==> src/rtl/spi_chan_mux.sv <==
// SPI-slave command front end: frames mode-0 commands and queues channel-tagged pixel bytes in a
// first-word-fall-through FIFO, and holds the output-enable configuration and sticky error status.
module spi_chan_mux #(
    parameter int unsigned NUM_CHANNELS = 4,
    parameter int unsigned FIFO_DEPTH   = 16,
    parameter int unsigned SYNC_STAGES  = 2,
    localparam int unsigned ChW = (NUM_CHANNELS > 1) ? $clog2(NUM_CHANNELS) : 1
) (
    input  logic                    clk,
    input  logic                    reset,
    input  logic                    spi_nCS,
    input  logic                    spi_sck,
    input  logic                    spi_mosi,
    output logic                    spi_miso,
    output logic [7:0]              out_data,
    output logic [ChW-1:0]          out_chan,
    output logic                    out_valid,
    input  logic                    out_ready,
    output logic [NUM_CHANNELS-1:0] out_en,
    output logic                    buffer_oe,
    output logic [2:0]              status
);

    localparam int unsigned AW = $clog2(FIFO_DEPTH);

    typedef enum logic [2:0] {
        StIdle,
        StHdr,
        StData,
        StCfg,
        StStat,
        StDrop
    } state_e;

    // Synchronisers and edge detection
    logic [SYNC_STAGES-1:0] ncs_sync_q, sck_sync_q, mosi_sync_q;
    logic                   ncs_prev_q, sck_prev_q;
    logic                   ncs_s, sck_s, mosi_s;
    logic                   ncs_fall, ncs_rise, sck_rise, sck_fall;

    state_e      state_q, state_d;
    logic [2:0]  bit_cnt_q;
    logic [7:0]  rx_sr_q;
    logic        byte_done_q;
    logic [7:0]  miso_sr_q;
    logic [3:0]  ch_q;
    logic        cfg_seen_q;
    logic [NUM_CHANNELS-1:0] out_en_q;
    logic        buffer_oe_q;
    logic        ovf_q, ovf_d;
    logic        bad_q, bad_d;

    logic [AW:0]       wr_ptr_q, rd_ptr_q;
    logic [ChW+7:0]    mem [FIFO_DEPTH];
    logic              fifo_full, fifo_empty;
    logic              push, pop, push_ok, overflow;

    logic              in_frame;
    logic [1:0]        hdr_op;
    logic [3:0]        hdr_ch;
    logic              hdr_bad;
    logic              cfg_load;
    logic              stat_clr;
    logic [15:0]       cfg_ext;
    logic [7:0]        status_byte;

    assign ncs_s  = ncs_sync_q[SYNC_STAGES-1];
    assign sck_s  = sck_sync_q[SYNC_STAGES-1];
    assign mosi_s = mosi_sync_q[SYNC_STAGES-1];

    assign ncs_fall = ncs_prev_q & ~ncs_s;
    assign ncs_rise = ~ncs_prev_q & ncs_s;
    assign sck_rise = ~sck_prev_q & sck_s;
    assign sck_fall = sck_prev_q & ~sck_s;

    assign in_frame = (state_q != StIdle);
    assign hdr_op   = rx_sr_q[7:6];
    assign hdr_ch   = rx_sr_q[3:0];

    assign fifo_empty = (wr_ptr_q == rd_ptr_q);
    assign fifo_full  = (wr_ptr_q[AW] != rd_ptr_q[AW]) &&
                        (wr_ptr_q[AW-1:0] == rd_ptr_q[AW-1:0]);

    assign status_byte = {ovf_q, bad_q, fifo_full, fifo_empty, 4'b0000};

    // Bit 7 of the config byte is the buffer enable, never a channel enable
    assign cfg_ext = {9'b0, rx_sr_q[6:0]};

    always_comb begin
        state_d  = state_q;
        hdr_bad  = 1'b0;
        cfg_load = 1'b0;
        push     = 1'b0;
        unique case (state_q)
            StIdle: begin
                if (ncs_fall) state_d = StHdr;
            end
            StHdr: begin
                if (byte_done_q) begin
                    unique case (hdr_op)
                        2'b10: begin
                            if (32'(hdr_ch) < NUM_CHANNELS) begin
                                state_d = StData;
                            end else begin
                                state_d = StDrop;
                                hdr_bad = 1'b1;
                            end
                        end
                        2'b01: state_d = StCfg;
                        2'b00: state_d = StStat;
                        default: begin
                            state_d = StDrop;
                            hdr_bad = 1'b1;
                        end
                    endcase
                end
            end
            StData: push = byte_done_q;
            StCfg:  cfg_load = byte_done_q && !cfg_seen_q;
            StStat: ;
            StDrop: ;
            default: state_d = StIdle;
        endcase
        if (ncs_rise) state_d = StIdle;
    end

    assign stat_clr = (state_q == StStat) && ncs_rise;
    assign pop      = !fifo_empty && out_ready;
    assign push_ok  = push && (!fifo_full || pop);
    assign overflow = push && fifo_full && !pop;

    // A sticky set in the same cycle as a STAT clear must win
    always_comb begin
        ovf_d = ovf_q;
        bad_d = bad_q;
        if (stat_clr) begin
            ovf_d = 1'b0;
            bad_d = 1'b0;
        end
        if (overflow) ovf_d = 1'b1;
        if (hdr_bad)  bad_d = 1'b1;
    end

    always_ff @(posedge clk) begin
        if (reset) begin
            ncs_sync_q  <= '0;
            sck_sync_q  <= '0;
            mosi_sync_q <= '0;
            ncs_prev_q  <= 1'b0;
            sck_prev_q  <= 1'b0;
            state_q     <= StIdle;
            bit_cnt_q   <= '0;
            rx_sr_q     <= '0;
            byte_done_q <= 1'b0;
            miso_sr_q   <= '0;
            ch_q        <= '0;
            cfg_seen_q  <= 1'b0;
            out_en_q    <= '0;
            buffer_oe_q <= 1'b0;
            ovf_q       <= 1'b0;
            bad_q       <= 1'b0;
            wr_ptr_q    <= '0;
            rd_ptr_q    <= '0;
        end else begin
            ncs_sync_q  <= {ncs_sync_q[SYNC_STAGES-2:0], spi_nCS};
            sck_sync_q  <= {sck_sync_q[SYNC_STAGES-2:0], spi_sck};
            mosi_sync_q <= {mosi_sync_q[SYNC_STAGES-2:0], spi_mosi};
            ncs_prev_q  <= ncs_s;
            sck_prev_q  <= sck_s;
            state_q     <= state_d;
            byte_done_q <= in_frame && sck_rise && (bit_cnt_q == 3'd7);

            if (state_q == StIdle) begin
                if (ncs_fall) begin
                    bit_cnt_q  <= '0;
                    miso_sr_q  <= status_byte;
                    cfg_seen_q <= 1'b0;
                end
            end else begin
                if (sck_rise) begin
                    rx_sr_q   <= {rx_sr_q[6:0], mosi_s};
                    bit_cnt_q <= bit_cnt_q + 3'd1;
                end
                if (sck_fall) miso_sr_q <= {miso_sr_q[6:0], 1'b0};
            end

            if (state_q == StHdr && byte_done_q) ch_q <= hdr_ch;

            if (cfg_load) begin
                out_en_q    <= cfg_ext[NUM_CHANNELS-1:0];
                buffer_oe_q <= rx_sr_q[7];
                cfg_seen_q  <= 1'b1;
            end

            ovf_q <= ovf_d;
            bad_q <= bad_d;

            if (push_ok) wr_ptr_q <= wr_ptr_q + 1'b1;
            if (pop)     rd_ptr_q <= rd_ptr_q + 1'b1;
        end
    end

    // Storage needs no reset; the head is masked while the FIFO is empty
    always_ff @(posedge clk) begin
        if (!reset && push_ok) mem[wr_ptr_q[AW-1:0]] <= {ch_q[ChW-1:0], rx_sr_q};
    end

    assign out_valid = !fifo_empty;
    assign out_data  = out_valid ? mem[rd_ptr_q[AW-1:0]][7:0] : 8'h00;
    assign out_chan  = out_valid ? mem[rd_ptr_q[AW-1:0]][ChW+7:8] : '0;
    assign out_en    = out_en_q;
    assign buffer_oe = buffer_oe_q;
    assign status    = {bad_q, ovf_q, out_valid};
    assign spi_miso  = in_frame & miso_sr_q[7];

endmodule

==> config.mk <==
export PLATFORM = sky130hd
export DESIGN_NAME = spi_chan_mux
export DESIGN_NICKNAME = d
export VERILOG_FILES = /design/src/rtl/spi_chan_mux.sv
export SDC_FILE = /design/constraint.sdc
export NUM_CORES = 1
export LEC_CHECK = 0
export BUFFER_PORTS_ARGS = -buffer_cell sky130_fd_sc_hd__buf_2
export CAP_MARGIN = 10
export CORE_MARGIN = 3
export CORE_UTILIZATION = 51
export CTS_CLUSTER_SIZE = 30
export DETAILED_ROUTE_END_ITERATION = 8
export HOLD_SLACK_MARGIN = 0.03
export MAX_ROUTING_LAYER = met4
export PLACE_DENSITY_LB_ADDON = 0.3
export SYNTH_ARGS = -nofsm -noshare
export SYNTH_HDL_FRONTEND = slang
export SYNTH_SLANG_ARGS = --single-unit
==> constraint.sdc <==
create_clock -name clk -period 7.5 [get_ports clk]
set_input_delay 0.375 -clock clk [delete_from_list [all_inputs] [get_ports clk]]
set_output_delay 0.375 -clock clk [all_outputs]
set_load 0.02 [all_outputs]
==> results.sh <==
export IMPL_status="completed"
export IMPL_coreArea_um2=16200
export IMPL_drc_errors=0
export IMPL_ctsHtreeMaxLevel=1
export IMPL_ys_flop_type="edfxtp_1"
export IMPL_path_cells="xnor2_1, and4_1, and2_1, a21oi_1, buf_2"
export IMPL_netlist_area_um2=8560
export IMPL_synth_most_common_cell="edfxtp_1"
export IMPL_worst_clock_skew_ps=5.91
export IMPL_drt_iter0_markers=371
export IMPL_ys_warn_count=0
export IMPL_relSlewSlack_pct=19.8
export IMPL_leakage_nw=3.10
export IMPL_cp_arrival_ps=2760
export IMPL_syn_inst=556
export IMPL_synth_edff_count=160
export IMPL_area_growth_pct=12.7
export IMPL_ys_top_cells_by_area="edfxtp_1, dfxtp_1, mux4_2"
export IMPL_cts_sinks=211
export IMPL_vias=4747
export IMPL_crit_fanout=15
export IMPL_viasPerCell=5.79
export IMPL_async_flop_share_pct=0
export IMPL_clock_path_buffers=3
export IMPL_die_x_um=136
export IMPL_grt_antenna_before_repair=0
export IMPL_num_io_pins=26
export IMPL_ys_types=49
export IMPL_fin_util_pct=59.7
export IMPL_cts_hold_buffers=0
export IMPL_clock_latency_ps=490
export IMPL_ys_seq_area_share_pct=68.0
export IMPL_synth_commonest_cells="edfxtp_1, dfxtp_1, nand2_1, mux2i_1, a21oi_1"
export IMPL_rsz0062_at_grt="false"
export IMPL_cts_root_buf="clkbuf_16"
export IMPL_finalCritPeriodShare_pct=41.8
export IMPL_grt_max_degree=54
export IMPL_grt_overflow=0
export IMPL_cts_tree="yes"
export IMPL_critical_path_buf_inv_count=1
export IMPL_clk_pin_slew_ps=60
export IMPL_fin_tns_setup_ps=0
export IMPL_max_cap_violations=0
export IMPL_p_per_area_nw_per_um2=240
export IMPL_row_count=46
export IMPL_ctsResizeCount=0
export IMPL_cpPeakStageDelay_ps=730
export IMPL_n_antenna_cell=0
export IMPL_ant_nets=0
export IMPL_die_h_um=136
export IMPL_detail_route_wl_per_cell_um=20.8
export IMPL_crit_slowest_cell="dfxtp_1"
export IMPL_period_needed_ps=3140
export IMPL_drv_slew=0
export IMPL_critical_path_required_ps=7120
export IMPL_path_delay_family="simple AND/OR/NAND/NOR gates"
export IMPL_grt_use_total_pct=19.7
export IMPL_cp_start_kind="register"
export IMPL_synth_top_area_cell="edfxtp_1"
export IMPL_initial_core_util_pct=52.9
export IMPL_drive_gt1_share_pct=23.3
export IMPL_drt_total_wl_um=17100
export IMPL_hp_class="input port to register"
export IMPL_synth_fp_nets=569
export IMPL_grt_pass1_wl_um=27000
export IMPL_grt_pass1_vias=4752
export IMPL_gp_congestion=0.863
export IMPL_io_buffers=25
export IMPL_layout_nets=601
export IMPL_endpoint_kind="primary output"
export IMPL_crit_type="register to primary output"
export IMPL_ys_seq_elements=211
export IMPL_postCtsSetupBuffers=0
export IMPL_die_area_um2=18400
export IMPL_firstDrtPassIters=4
export IMPL_syn_avg_cell_area_um2=15.4
export IMPL_cts_buffers=22
export IMPL_dpl_hpwl_um=10500
export IMPL_hold_viol_final=0
export IMPL_yosysTopAreaCellShare_pct=56.1
export IMPL_setup_viol=0
export IMPL_tightest_slew_ps=1190
export IMPL_fmax_mhz=319
export IMPL_peakVddDrop_mv=0.133
[routing by layer]
| layer | up-vias | wire length [um] | track usage (%) |
|---|---|---|---|
| li1 | 2187 | - | - |
| met3 | 31 | 941 | 3.23 |
| met2 | 154 | 8180 | 31.0 |
| met5 | - | 0 | - |
| met1 | 2375 | 7510 | 27.1 |
| met4 | 0 | 441 | 5.43 |
[per-stage QoR]
step	instances	setup slack [ps]	instance area [um^2]	power, mW	hold WS, ps
finish	820	4360	9650	2.32	88.5
global route	820	4190	9650	2.38	106
CTS	816	4350	9620	2.33	80.5
detailed placement	776	4620	8920	1.28	427
global placement	775	4770	8910	1.28	420
floorplan	556	4990	8560	1.28	414
[cells by family (layout without fill, tap and decap cells)]
family	count (synthesis)	count (layout)	share of synthesized area [%]
flip-flops	211	211	68.0
adder cells (fa/ha/maj)	7	7	1.02
multiplexers	79	79	13.9
AO/OA/AOI/OAI	57	57	4.16
AND/OR/NAND/NOR	156	156	9.67
buffers and inverters	41	89	2.60
XOR/XNOR	5	5	0.599
[cells in the final DEF, fill, tap and decap left out, types with 2 or more instances in the layout]
cell,n
edfxtp_1,160
dfxtp_1,49
nand2_1,40
mux2i_1,38
a21oi_1,32
mux4_2,30
buf_2,25
nor2_1,24
clkbuf_16,23
nor2b_1,18
buf_4,17
nand3_1,14
or2_2,11
nor3_1,11
nand2b_1,10
mux2_2,10
clkbuf_1,10
a22oi_1,8
nor4_2,8
ha_1,7
nand4_1,6
inv_1,5
xnor2_1,4
o2111ai_1,4
clkinv_1,3
a311oi_1,3
o21ai_0,2
a31oi_1,2
nor4_1,2
nand3b_1,2
dfxtp_2,2
bufinv_16,2
[sequential cells by signal, indices dropped and copies added (netlist names), 2 cells and up, named ones only]
name / flops
bit_cnt_q: 3
rd_ptr_q: 5
state_q: 3
ncs_sync_q: 2
ch_q: 2
mosi_sync_q: 2
out_en: 4
miso_sr_q: 4
mem: 160
sck_sync_q: 2
rx_sr_q: 8
wr_ptr_q: 5
[report_power, final]
part	internal (mW)	switching [mW]	leakage (nW)	total [mW]
combinational	0.00481	0.00946	0.865	0.0143
clock	0.642	0.416	0.338	1.06
sequential	1.24	0.00157	1.90	1.24
[final timing paths]
| path | from | end | slack (ps) | depth (start not counted) |
|---|---|---|---|---|
| max | wr_ptr_q[2] | out_data[1] | 4360 | 5 |
| min reg2reg | mosi_sync_q[1] | rx_sr_q[0] | 440 | 2 |
| max reg2reg | wr_ptr_q[2] | mem[2][6] | 4690 | 4 |
| min | spi_mosi | mosi_sync_q[0] | 90 | 2 |
[layout make-up]
cell class                      count  area (um^2)
Sequential cell                   211         5830
Clock buffer                       34          627
Tap cell                          216          270
Multi-Input combinational cell    304         2560
Inverter                            6         22.5
Fill cell                        1187         6520
Timing Repair Buffer               43          260
Clock inverter                      6         77.6
[worst register-to-register path, cell delays in order, from the launching register on]
cell	delay (ps)
dfxtp_1	730
xnor2_1	180
nand4_1	210
o21ai_2	260
nor4_2	1040
(Power assumes the default switching activity.)
